`config.mk`:
```
export PLATFORM = sky130hd
export DESIGN_NAME = uart_tx_frame_flat
export DESIGN_NICKNAME = d
export VERILOG_FILES = /design/src/rtl/uart_tx_frame_if.sv /design/src/rtl/uart_tx_frame.sv /design/src/flat_wrapper.sv
export SDC_FILE = /design/constraint.sdc
export NUM_CORES = 1
export LEC_CHECK = 0
export ABC_AREA = 1
export BUFFER_PORTS_ARGS = -buffer_cell sky130_fd_sc_hd__buf_2
export CAP_MARGIN = 10
export CORE_MARGIN = 2
export CORE_UTILIZATION = 41
export CTS_BUF_LIST = sky130_fd_sc_hd__clkbuf_4
export DETAILED_ROUTE_END_ITERATION = 8
export GPL_TIMING_DRIVEN = 0
export PLACE_DENSITY = 0.59
export REMOVE_ABC_BUFFERS = 1
export SETUP_SLACK_MARGIN = 0.1
export SLEW_MARGIN = 30
export SYNTH_ARGS = -nofsm -noshare
export SYNTH_HDL_FRONTEND = slang
export SYNTH_SLANG_ARGS = --single-unit
```
`constraint.sdc`:
```
create_clock -name clk -period 3.59 [get_ports clk]
set_input_delay 0.1795 -clock clk [delete_from_list [all_inputs] [get_ports clk]]
set_output_delay 0.1795 -clock clk [all_outputs]
set_load 0.01 [all_outputs]
```
`src/rtl/uart_tx_frame_if.sv`:
```
// Parallel-request / serial-line bundle between a transmit client and uart_tx_frame.
// The client drives the word and framing options; the transmitter drives the line and busy.
interface uart_tx_frame_if #(
    parameter int DATA_WIDTH = 8
) ();
    logic [DATA_WIDTH-1:0] p_data;
    logic                  data_valid;
    logic                  par_en;
    logic                  par_typ;
    logic                  tx_out;
    logic                  busy;

    modport master (
        output p_data,
        output data_valid,
        output par_en,
        output par_typ,
        input  tx_out,
        input  busy
    );

    modport slave (
        input  p_data,
        input  data_valid,
        input  par_en,
        input  par_typ,
        output tx_out,
        output busy
    );
endinterface

```
`src/rtl/uart_tx_frame.sv`:
```
// UART frame transmitter: start bit, DATA_WIDTH data bits LSB first, optional parity, stop.
// One clk cycle is one bit period; tx_out and busy come straight from flops.
module uart_tx_frame #(
    parameter int DATA_WIDTH = 8
) (
    input  logic           clk,
    input  logic           rest,
    uart_tx_frame_if.slave bus
);
    localparam int CNT_W = (DATA_WIDTH > 1) ? $clog2(DATA_WIDTH) : 1;
    localparam logic [CNT_W-1:0] LAST_BIT = CNT_W'(DATA_WIDTH - 1);

    typedef enum logic [2:0] {
        IDLE,
        START,
        DATA,
        PARITY,
        STOP
    } state_t;

    state_t                state_q, state_d;
    logic [DATA_WIDTH-1:0] data_q, data_d;
    logic                  par_en_q, par_en_d;
    logic                  par_typ_q, par_typ_d;
    logic [CNT_W-1:0]      cnt_q, cnt_d;
    logic                  tx_out_q, tx_out_d;
    logic                  busy_q, busy_d;

    always_ff @(posedge clk or negedge rest) begin
        if (!rest) begin
            state_q   <= IDLE;
            data_q    <= '0;
            par_en_q  <= 1'b0;
            par_typ_q <= 1'b0;
            cnt_q     <= '0;
            tx_out_q  <= 1'b1;
            busy_q    <= 1'b0;
        end else begin
            state_q   <= state_d;
            data_q    <= data_d;
            par_en_q  <= par_en_d;
            par_typ_q <= par_typ_d;
            cnt_q     <= cnt_d;
            tx_out_q  <= tx_out_d;
            busy_q    <= busy_d;
        end
    end

    // Outputs are computed for the state being entered, so the registered line
    // shows each bit in the same cycle the FSM occupies that bit's state.
    always_comb begin
        state_d   = state_q;
        data_d    = data_q;
        par_en_d  = par_en_q;
        par_typ_d = par_typ_q;
        cnt_d     = cnt_q;
        tx_out_d  = 1'b1;
        busy_d    = 1'b1;

        case (state_q)
            IDLE: begin
                busy_d = 1'b0;
                if (bus.data_valid) begin
                    state_d   = START;
                    data_d    = bus.p_data;
                    par_en_d  = bus.par_en;
                    par_typ_d = bus.par_typ;
                    tx_out_d  = 1'b0;
                    busy_d    = 1'b1;
                end
            end
            START: begin
                state_d  = DATA;
                cnt_d    = '0;
                tx_out_d = data_q[0];
            end
            DATA: begin
                if (cnt_q == LAST_BIT) begin
                    cnt_d = '0;
                    if (par_en_q) begin
                        state_d  = PARITY;
                        tx_out_d = par_typ_q ? ~^data_q : ^data_q;
                    end else begin
                        state_d = STOP;
                    end
                end else begin
                    cnt_d    = cnt_q + 1'b1;
                    tx_out_d = data_q[cnt_q + 1'b1];
                end
            end
            PARITY: begin
                state_d = STOP;
            end
            STOP: begin
                state_d = IDLE;
                busy_d  = 1'b0;
            end
            default: begin
                state_d = IDLE;
                busy_d  = 1'b0;
            end
        endcase
    end

    assign bus.tx_out = tx_out_q;
    assign bus.busy   = busy_q;
endmodule
```
`src/flat_wrapper.sv`:
```
// flat-port wrapper written by rule: the top's interface ports become plain ports
module uart_tx_frame_flat 
#(
    parameter int DATA_WIDTH = 8
)
  (clk, rest, bus_p_data, bus_data_valid, bus_par_en, bus_par_typ, bus_tx_out, bus_busy);
  uart_tx_frame_if #(.DATA_WIDTH(DATA_WIDTH)) bus_i ();
  input  logic clk;
  input  logic rest;
  input wire logic [$bits(bus_i.p_data)-1:0] bus_p_data;
  input wire logic [$bits(bus_i.data_valid)-1:0] bus_data_valid;
  input wire logic [$bits(bus_i.par_en)-1:0] bus_par_en;
  input wire logic [$bits(bus_i.par_typ)-1:0] bus_par_typ;
  output wire logic [$bits(bus_i.tx_out)-1:0] bus_tx_out;
  output wire logic [$bits(bus_i.busy)-1:0] bus_busy;
  assign bus_i.p_data = bus_p_data;
  assign bus_i.data_valid = bus_data_valid;
  assign bus_i.par_en = bus_par_en;
  assign bus_i.par_typ = bus_par_typ;
  assign bus_tx_out = bus_i.tx_out;
  assign bus_busy = bus_i.busy;
  uart_tx_frame #(.DATA_WIDTH(DATA_WIDTH)) u_core (.clk(clk), .rest(rest), .bus(bus_i));
endmodule
```
==> results of run 1 <==
-- registers in the layout, indices dropped and copies added, names as in the netlist --
| register | count |
|---|---|
| u_core.data_q | 8 |
| u_core.cnt_q | 3 |
| u_core.state_q | 3 |
| u_core.bus.busy | 1 |
| u_core.bus.tx_out | 1 |
| u_core.par_en_q | 1 |
| u_core.par_typ_q | 1 |
-- power groups by stage --
stage                     Sequential [mW]  Combinational, mW  Clock, mW
after floorplan                     0.393              0.480          0
after global placement              0.409              0.570          0
after detailed placement            0.412              0.582          0
after CTS                           0.409              0.584      0.111
after global routing                0.430              0.667      0.122
final                               0.408              0.573      0.104
-- area by class of cell --
type | count | area share [%]
Inverter | 18 | 5.67
Timing Repair Buffer | 15 | 6.72
Clock inverter | 1 | 0.315
Tap cell | 30 | 3.15
Sequential cell | 18 | 37.9
Clock buffer | 3 | 1.89
Multi-Input combinational cell | 89 | 44.4
-- cells in the final DEF (no fill, tap or decap) --
| cell type | count |
|---|---|
| mux2_4 | 4 |
| nor3_1 | 1 |
| o21a_1 | 1 |
| nor2_2 | 4 |
| or2_1 | 1 |
| inv_1 | 15 |
| buf_2 | 14 |
| clkbuf_4 | 3 |
| nor2_4 | 1 |
| o21ai_1 | 2 |
| inv_2 | 3 |
| a21oi_1 | 4 |
| ha_1 | 2 |
| nand3b_1 | 1 |
| o21ai_2 | 1 |
| clkinv_1 | 1 |
| nand2_2 | 2 |
| dfrtp_1 | 17 |
| xor2_1 | 1 |
| nand3_1 | 8 |
| dlygate4sd3_1 | 1 |
| a21oi_2 | 6 |
| nor3_4 | 1 |
| nand2_1 | 38 |
| nor2_1 | 4 |
| o21ai_0 | 3 |
| o211ai_2 | 1 |
| a211oi_1 | 1 |
| dfstp_2 | 1 |
| xnor2_1 | 1 |
| nand2_4 | 1 |
-- worst max-delay path by stage --
stage	start	endpoint
floorplan	u_core.cnt_q[0]$_DFFE_PN0P_	u_core.bus.tx_out$_DFF_PN1_
global placement	u_core.cnt_q[0]$_DFFE_PN0P_	u_core.bus.tx_out$_DFF_PN1_
finish	u_core.cnt_q[0]$_DFFE_PN0P_	u_core.bus.tx_out$_DFF_PN1_
detailed placement	u_core.cnt_q[0]$_DFFE_PN0P_	u_core.bus.tx_out$_DFF_PN1_
CTS	u_core.cnt_q[0]$_DFFE_PN0P_	u_core.bus.tx_out$_DFF_PN1_
global route	u_core.cnt_q[0]$_DFFE_PN0P_	u_core.bus.tx_out$_DFF_PN1_
-- per-stage QoR --
stage	setup slack [ns]	power [mW]	cell area, um^2	std cells
after floorplan	2.04	0.874	1050	125
after global placement	1.86	0.980	1160	169
after detailed placement	1.86	0.994	1160	169
after CTS	1.82	1.10	1190	174
after global routing	1.59	1.22	1190	174
final	1.86	1.08	1190	174
-- logic make-up after synthesis --
group / Yosys count
simple gates: 62
xor+xnor: 2
mux: 4
buf+inv: 20
compound gates: 19
flops: 18
fa+ha+maj: 2
-- routing by layer --
metal	vias to the layer above	GRT usage (%)	routed length (um)
met5	-	0	0
met4	0	4.88	15
met2	11	24.0	866
met1	369	20.6	907
met3	2	3.23	52
li1	439	-	-
-- worst max-delay path: stages (launching register included) --
cell     delay (ns)
dfrtp_1        0.49
ha_1           0.26
ha_1           0.31
inv_1          0.08
a21oi_1        0.10
o21ai_0        0.09
nand3_1        0.08
nand3_1        0.06
nand2_1        0.05
inv_1          0.03
nand2_1        0.05
nand2_1        0.05
==> results.sh, run 1 <==
export IMPL_ant_nets=0
export IMPL_drive_above_1_share_pct=29.2
export IMPL_grt_first_pass_wirelength_mm=3.28
export IMPL_rows=18
export IMPL_track_usage_pct=15.2
export IMPL_drt_pass1_iterations=4
export IMPL_num_fill_cells=249
export IMPL_maxClockFrequency_mhz=577
export IMPL_post_cts_buffers=0
export IMPL_yosysUniqueCellTypes=28
export IMPL_netlist_top_cells_area="dfrtp_1 (40%), nand2_1 (13%), mux2_4 (5.6%)"
export IMPL_drt_initial_drc_count=6
export IMPL_drt_total_wl_mm=1.84
export IMPL_crit_required_ns=3.82
export IMPL_synth_compound_area_share_pct=12.5
export IMPL_setup_violations=0
export IMPL_grt_max_degree=19
export IMPL_yosysTopAreaCell="dfrtp_1"
export IMPL_yosysMostFrequentCell="nand2_1"
export IMPL_p_leak_nw=0.630
export IMPL_relSlewSlack_pct=72.8
export IMPL_syn_inst=127
export IMPL_critPathLaunchType="register"
export IMPL_synthArstFlopShare_pct=100
export IMPL_synth_mux_area_share_pct=5.61
export IMPL_antenna_found_initial=0
export IMPL_port_buffers=14
export IMPL_root_buffer="clkbuf_4"
export IMPL_final_seq_area_um2=452
export IMPL_ys_seq_elements=18
export IMPL_synthTopCellsByCount="nand2_1 (38), dfrtp_1 (17), inv_1 (15)"
export IMPL_worstSkewPairLatency_ns=0.29
export IMPL_synth_simple_area_share_pct=27.3
export IMPL_cts_htree_levels=1
export IMPL_synth_top_cell_area_share_pct=39.7
export IMPL_worstPathMaxFanout=10
export IMPL_comb_power_share_pct=52.9
export IMPL_syn2layout_area_growth_pct=11.3
export IMPL_yosysWarnings=0
export IMPL_hold_viol_final=0
export IMPL_cts_clk_slew_worst_paths_ns=0.11
export IMPL_finalCoreUtilization_pct=48.1
export IMPL_post_dp_hpwl_mm=1.42
export IMPL_regToRegStartpoint="u_core.cnt_q[0]$_DFFE_PN0P_"
export IMPL_fin_skew_ns=0.00858
export IMPL_seq_power_share_pct=37.6
export IMPL_rsz0062_at_grt="no"
export IMPL_synthAdderAreaFrac_pct=2.34
export IMPL_numCtsBuffers=3
export IMPL_overflow=0
export IMPL_cts_sinks=18
export IMPL_synth_edff_count=0
export IMPL_ir_drop_v=0.000411
export IMPL_hp_class="in2reg"
export IMPL_yosysSeqAreaShare_pct=42.2
export IMPL_die_area_um2=3040
export IMPL_status="finished clean"
export IMPL_endpoint_kind="register"
export IMPL_cts_repair_resized=0
export IMPL_critPathKind="reg2reg"
export IMPL_hold_depth=2
export IMPL_dieWidth_um=55.1
export IMPL_synthesis_area_um2=1070
export IMPL_synth_top_family_by_area="simple AND/OR/NAND/NOR gates"
export IMPL_nets=160
export IMPL_ios=15
export IMPL_cp_arrival_ns=1.96
export IMPL_worstReg2RegEnd="u_core.bus.tx_out$_DFF_PN1_"
export IMPL_wl_per_cell_um=10.6
export IMPL_power_internal_mw=0.597
export IMPL_diodes=0
export IMPL_place_congestion=0.746
export IMPL_cts_tree="done"
export IMPL_p_sw_share_pct=45.0
export IMPL_viasPerCell=4.72
export IMPL_min_to="u_core.par_typ_q$_DFFE_PN0P_"
export IMPL_start_util_pct=43.2
export IMPL_synth_ff_type="dfrtp_1"
export IMPL_cap_violations=0
export IMPL_synth_avg_cell_area_um2=8.43
export IMPL_worstRegToRegCells=11
export IMPL_rrSetupSlack_ns=1.86
export IMPL_worst_pin_slew_ns=0.408
export IMPL_cts_buffer_depth=2
export IMPL_fp_dieH_um=55.1
export IMPL_vias=821
export IMPL_hp_start="bus_par_typ"
export IMPL_core_um2=2480
export IMPL_ctsHoldBuffers=1
export IMPL_p_clk_share_pct=9.6
export IMPL_slew_viol_final=0
export IMPL_multiInputGateArea_um2=529
export IMPL_fin_crit_ns=1.73
export IMPL_drc=0
export IMPL_timing_hold_ws_ns=0.107
export IMPL_fin_crit_sh_pct=48.2
export IMPL_grt_pass1_vias=762
export IMPL_power_switching_mw=0.488
export IMPL_synth_xor_area_share_pct=1.64
export IMPL_tns_ns=0
export IMPL_power_density_nw_per_um2=909
(Power assumes the default switching activity.)
==> run 2, diff against run 1 <==
ABC_AREA = 0   (was 1)
PLACE_DENSITY = 0.62   (was 0.59)
clock period = 1.4 ns   (was 3.59 ns; I/O delays follow)
==> run 2 against run 1 <==
Compared with the run above:
- the run now ends with negative setup slack left
- largest power group unchanged
- global-route usage rose by 1.7 points
- routed wire length rose by 0.38%
- synthesized area fell by 13%
- cell count fell by 24%
==> results.sh, run 2 <==
export IMPL_cts_htree_levels=1
export IMPL_worstSkewPairLatency_ns=0.30
export IMPL_ios=15
export IMPL_violations="negative setup slack"
export IMPL_grt_pass1_vias=756
export IMPL_syn2layout_area_growth_pct=37.4
export IMPL_synthesis_area_um2=931
export IMPL_seq_power_share_pct=33.4
export IMPL_worstSetupEndpoint="u_core.bus.tx_out$_DFF_PN1_"
export IMPL_critPathLaunchType="register"
export IMPL_synthTopCellsByCount="dfrtp_1 (17), mux2_1 (9), a22o_1 (5), mux2i_1 (5), xnor2_1 (5)"
export IMPL_placed_cells=111
export IMPL_regToRegStartpoint="u_core.cnt_q[1]$_DFFE_PN0P_"
export IMPL_yosysSeqAreaShare_pct=48.5
export IMPL_final_seq_area_um2=457
export IMPL_rsz0062_at_grt="yes"
export IMPL_worstRegToRegCells=6
export IMPL_vias=686
export IMPL_die_area_um2=2670
export IMPL_crit_required_ns=1.64
export IMPL_grt_first_pass_wirelength_mm=3.26
export IMPL_worst_pin_slew_ns=0.408
export IMPL_start_util_pct=42.9
export IMPL_top_regs="u_core.data_q x8, u_core.cnt_q x3, u_core.state_q x3"
export IMPL_drive_above_1_share_pct=41.9
export IMPL_track_usage_pct=16.9
export IMPL_ant_nets=0
export IMPL_setup_ws_ns=-0.295
export IMPL_root_buffer="clkbuf_4"
export IMPL_yosysTopAreaCell="dfrtp_1"
export IMPL_antenna_found_initial=0
export IMPL_yosysUniqueCellTypes=29
export IMPL_worstPathMaxFanout=2
export IMPL_ir_drop_v=0.00138
export IMPL_power_density_nw_per_um2=2420
export IMPL_fin_crit_ns=1.70
export IMPL_nets=121
export IMPL_cts_sinks=18
export IMPL_core_um2=2170
export IMPL_yosysMostFrequentCell="dfrtp_1"
export IMPL_fin_cells=133
export IMPL_cts_tree="done"
export IMPL_slew_viol_final=0
export IMPL_worstReg2RegEnd="u_core.bus.tx_out$_DFF_PN1_"
export IMPL_drt_initial_drc_count=2
export IMPL_largest_reg_flops=8
export IMPL_grt_max_degree=19
export IMPL_syn_inst=73
export IMPL_critPathKind="reg2reg"
export IMPL_drt_pass1_iterations=3
export IMPL_p_clk_share_pct=8.8
export IMPL_overflow=0
export IMPL_dieWidth_um=51.7
export IMPL_fin_skew_ns=0.00492
export IMPL_viasPerCell=5.16
export IMPL_synth_top_cell_area_share_pct=45.7
export IMPL_setup_violations=1
export IMPL_wl_per_cell_um=13.9
export IMPL_diodes=0
export IMPL_hp_class="in2reg"
export IMPL_place_congestion=0.826
export IMPL_cp_arrival_ns=1.94
export IMPL_power_switching_mw=1.09
export IMPL_crit_start="u_core.cnt_q[1]$_DFFE_PN0P_"
export IMPL_ys_seq_elements=18
export IMPL_num_fill_cells=199
export IMPL_drt_total_wl_mm=1.85
export IMPL_p_leak_nw=0.577
export IMPL_max_flop_register="u_core.data_q"
export IMPL_final_cell_mix="buf_2 (14), dfrtp_1 (13), dlygate4sd3_1 (10), mux2_4 (9), buf_4 (7)"
export IMPL_cts_buffer_depth=2
export IMPL_port_buffers=14
export IMPL_cts_clk_slew_worst_paths_ns=0.11
export IMPL_total_power_mw=3.09
export IMPL_numCtsBuffers=3
export IMPL_timing_hold_ws_ns=0.00609
export IMPL_power_internal_mw=2.00
export IMPL_multiInputGateArea_um2=510
export IMPL_hold_viol_final=0
export IMPL_netlist_top_cells_area="dfrtp_1 (46%), mux2_1 (11%), mux2i_1 (5.4%)"
export IMPL_relSlewSlack_pct=72.8
export IMPL_drc=0
export IMPL_yosysWarnings=0
export IMPL_endpoint_kind="register"
export IMPL_synth_ff_type="dfrtp_1"
export IMPL_finalCoreUtilization_pct=58.9
export IMPL_cap_violations=0
export IMPL_maxClockFrequency_mhz=590
export IMPL_synthArstFlopShare_pct=100
export IMPL_synth_avg_cell_area_um2=12.8
export IMPL_p_sw_share_pct=35.2
export IMPL_fin_crit_sh_pct=121
export IMPL_status="finished, violations left"
export IMPL_final_common_cell="buf_2"
export IMPL_comb_power_share_pct=57.8
export IMPL_post_dp_hpwl_mm=1.15
export IMPL_rows=17
export IMPL_rrSetupSlack_ns=-0.30
export IMPL_fp_dieH_um=51.7
export IMPL_synth_edff_count=0
run 2: logic make-up after synthesis:
| group | share of synthesized area [%] |
|---|---|
| flip-flops | 48.5 |
| AND/OR/NAND/NOR | 8.33 |
| buffers and inverters | 3.90 |
| adder cells (fa/ha/maj) | 2.69 |
| multiplexers | 18.7 |
| XOR/XNOR | 8.06 |
| AO/OA/AOI/OAI | 9.81 |
run 2: critical path, cell delays in order, from the launching register on:
cell and delay (ns):
dfrtp_1 0.43, ha_4 0.18, ha_4 0.26, mux4_2 0.48
nand2_1 0.08, o2111ai_1 0.11, nand3_1 0.09
run 2: layer usage:
metal	global-route usage [%]	vias to the layer above	wire length [um]
li1	-	331	-
met1	18.5	337	806
met2	30.8	14	951
met3	3.45	4	60
met4	8.33	0	29
met5	0	-	0
run 2: power groups by stage:
stage	Combinational, mW	Sequential [mW]	Clock, mW
after global placement	1.26	1.09	0
after global routing	1.94	1.06	0.304
after CTS	1.77	1.03	0.282
after detailed placement	1.29	1.12	0
final	1.79	1.03	0.271
after floorplan	1.07	1.05	0
run 2: final cells by class:
type                    count  area share (%)
multi-input cells          49            39.9
clock inverters             1           0.294
clock buffers               3            1.76
repair buffers             32            19.0
inverters                   2           0.587
flip-flops and latches     18            35.7
well taps                  28            2.74
run 2: how the worst min path moves through the flow:
| stage | startpoint | endpoint | slack [ns] | depth (start not counted) |
|---|---|---|---|---|
| after floorplan | rest | u_core.bus.busy$_DFF_PN0_ | -0.23 | 0 |
| after global placement | rest | u_core.cnt_q[2]$_DFFE_PN0P_ | 0.02 | 1 |
| after detailed placement | rest | u_core.cnt_q[2]$_DFFE_PN0P_ | 0.02 | 1 |
| after CTS | bus_p_data[6] | u_core.data_q[6]$_DFFE_PN0P_ | 0.001 | 2 |
| after global routing | bus_p_data[6] | u_core.data_q[6]$_DFFE_PN0P_ | 0.002 | 2 |
| final | bus_p_data[6] | u_core.data_q[6]$_DFFE_PN0P_ | 0.006 | 2 |
run 2: what timing repair did:
action	4_1_cts	5_1_grt
hold endpoints to repair	26	0
resized for setup	16	0
setup endpoints to repair	17	13
hold buffers	10	0
pin swaps	6	2
buffers inserted	7	1
run 2: per-stage QoR:
step           TNS (ns)  setup slack [ns]  area, um^2
6_report         -0.295            -0.295        1280
5_1_grt          -0.341            -0.341        1280
4_1_cts          -0.281            -0.281        1270
3_5_place_dp      -4.47            -0.518        1020
3_3_place_gp      -7.57            -0.684        1010
2_1_floorplan     -4.06            -0.393         902
==> run 3, diff against run 2 <==
CORE_UTILIZATION = 51   (was 41)
PLACE_DENSITY = 0.75   (was 0.62)
==> run 3 against run 2 <==
Compared with the run above:
- the flow still finishes with violations (negative setup slack)
- register-to-register slack lost 0.02 ns
- worst setup slack worse by 0.019 ns
- utilization grew 15 points
- largest power group unchanged
==> results.sh, run 3 (synthesized netlist as in run 2, its figures left out) <==
export IMPL_drt_initial_drc_count=8
export IMPL_setup_violations=11
export IMPL_final_common_cell="buf_2"
export IMPL_drive_above_1_share_pct=51.5
export IMPL_syn2layout_area_growth_pct=36.3
export IMPL_cts_clk_slew_worst_paths_ns=0.10
export IMPL_status="finished, violations left"
export IMPL_rows=15
export IMPL_hp_class="in2reg"
export IMPL_timing_hold_ws_ns=0.00256
export IMPL_die_area_um2=2180
export IMPL_power_density_nw_per_um2=2610
export IMPL_hold_viol_final=0
export IMPL_cts_buffer_depth=2
export IMPL_fp_dieH_um=46.7
export IMPL_endpoint_kind="register"
export IMPL_root_buffer="clkbuf_4"
export IMPL_numCtsBuffers=3
export IMPL_ios=15
export IMPL_diodes=0
export IMPL_fin_skew_ns=0.00658
export IMPL_cts_sinks=18
export IMPL_critPathKind="reg2reg"
export IMPL_max_flop_register="u_core.data_q"
export IMPL_pre_cts_ws_ns=-0.545
export IMPL_power_switching_mw=1.21
export IMPL_grt_pass1_vias=678
export IMPL_overflow=0
export IMPL_finalCoreUtilization_pct=73.5
export IMPL_worstPathMaxFanout=2
export IMPL_top_regs="u_core.data_q x8, u_core.cnt_q x3, u_core.state_q x3"
export IMPL_crit_required_ns=1.64
export IMPL_final_cell_mix="buf_2 (14), dfrtp_1 (13), mux2_4 (9), buf_4 (8)"
export IMPL_track_usage_pct=21.4
export IMPL_ant_nets=0
export IMPL_core_um2=1730
export IMPL_worst_pin_slew_ns=0.386
export IMPL_comb_power_share_pct=60.8
export IMPL_place_congestion=0.717
export IMPL_ir_drop_v=0.00179
export IMPL_fin_crit_sh_pct=122
export IMPL_drt_pass1_iterations=3
export IMPL_place_area_um2=1010
export IMPL_grt_max_degree=19
export IMPL_post_dp_hpwl_mm=1.04
export IMPL_p_leak_nw=0.580
export IMPL_drc=0
export IMPL_worstSkewPairLatency_ns=0.29
export IMPL_fin_cells=126
export IMPL_critPathLaunchType="register"
export IMPL_cap_violations=0
export IMPL_placed_cells=108
export IMPL_drt_total_wl_mm=2.08
export IMPL_dieWidth_um=46.7
export IMPL_antenna_found_initial=0
export IMPL_slew_viol_final=0
export IMPL_cp_arrival_ns=1.95
export IMPL_setup_ws_ns=-0.314
export IMPL_p_clk_share_pct=7.9
export IMPL_seq_power_share_pct=31.2
export IMPL_port_buffers=14
export IMPL_grt_first_pass_wirelength_mm=3.14
export IMPL_violations="negative setup slack"
export IMPL_cts_tree="done"
export IMPL_start_util_pct=53.9
export IMPL_wl_per_cell_um=16.5
export IMPL_rsz0062_at_grt="yes"
export IMPL_fin_crit_ns=1.71
export IMPL_nets=117
export IMPL_power_internal_mw=2.11
export IMPL_cts_htree_levels=1
export IMPL_maxClockFrequency_mhz=583
export IMPL_viasPerCell=5.52
export IMPL_largest_reg_flops=8
export IMPL_relSlewSlack_pct=74.3
export IMPL_p_sw_share_pct=36.4
export IMPL_vias=696
export IMPL_final_area_um2=1270
==> run 3: final timing paths <==
kind | startpoint | to | slack, ns | cells past startpoint
setup / recovery | u_core.cnt_q[1]$_DFFE_PN0P_ | u_core.bus.tx_out$_DFF_PN1_ | -0.31 | 6
hold / removal | bus_p_data[0] | u_core.data_q[0]$_DFFE_PN0P_ | 0.003 | 2
min in group asynchronous | rest | u_core.cnt_q[1]$_DFFE_PN0P_ | 0.22 | 2
setup reg to reg | u_core.cnt_q[1]$_DFFE_PN0P_ | u_core.bus.tx_out$_DFF_PN1_ | -0.31 | 6
max in group asynchronous | rest | u_core.bus.tx_out$_DFF_PN1_ | 0.87 | 2
hold reg to reg | u_core.par_typ_q$_DFFE_PN0P_ | u_core.par_typ_q$_DFFE_PN0P_ | 0.55 | 1
==> run 3: worst max-delay path, stage by stage, from the launching register on <==
cell and delay [ns]:
dfrtp_1 0.43, ha_4 0.18, ha_4 0.26, mux4_2 0.49, nand2_2 0.08, o2111ai_2 0.12
nand3_1 0.10
==> run 3: final cells by class <==
cell class              instances  area [um^2]
clock buffers                   3         22.5
clock inverters                 1         3.75
fillers                       112          458
inverters                       2         7.51
multi-input cells              49          531
flip-flops and latches         18          457
well taps                      25         31.3
repair buffers                 28          216
==> run 3: timing repair <==
item	CTS	global route
endpoints found under the hold margin	19	1
endpoints found under the setup margin	17	13
pin swaps	6	3
hold buffers	2	1
setup buffers	8	2
resized for setup	20	4
gates cloned	1	0
==> run 3: per-layer routing <==
layer / wire length (um) / vias to the layer above / GRT usage (%)
met1: 888 / 347 / 26.6
met5: 0 / - / 0
met4: 57 / 0 / 10.6
li1: - / 322 / -
met2: 1050 / 19 / 36.4
met3: 79 / 8 / 3.14
==> run 3: stage by stage <==
stage / power (mW) / setup TNS [ns]
6_report: 3.32 / -0.619
5_1_grt: 3.51 / -1.02
4_1_cts: 3.21 / -0.683
3_5_place_dp: 2.40 / -4.27
3_3_place_gp: 2.33 / -6.83
2_1_floorplan: 2.12 / -4.06
==> run 3: power groups by stage <==
stage	logic, mW	clock network (mW)	registers [mW]
2_1_floorplan	1.07	0	1.05
3_3_place_gp	1.24	0	1.08
3_5_place_dp	1.29	0	1.11
4_1_cts	1.93	0.264	1.02
5_1_grt	2.15	0.285	1.07
6_report	2.02	0.263	1.04
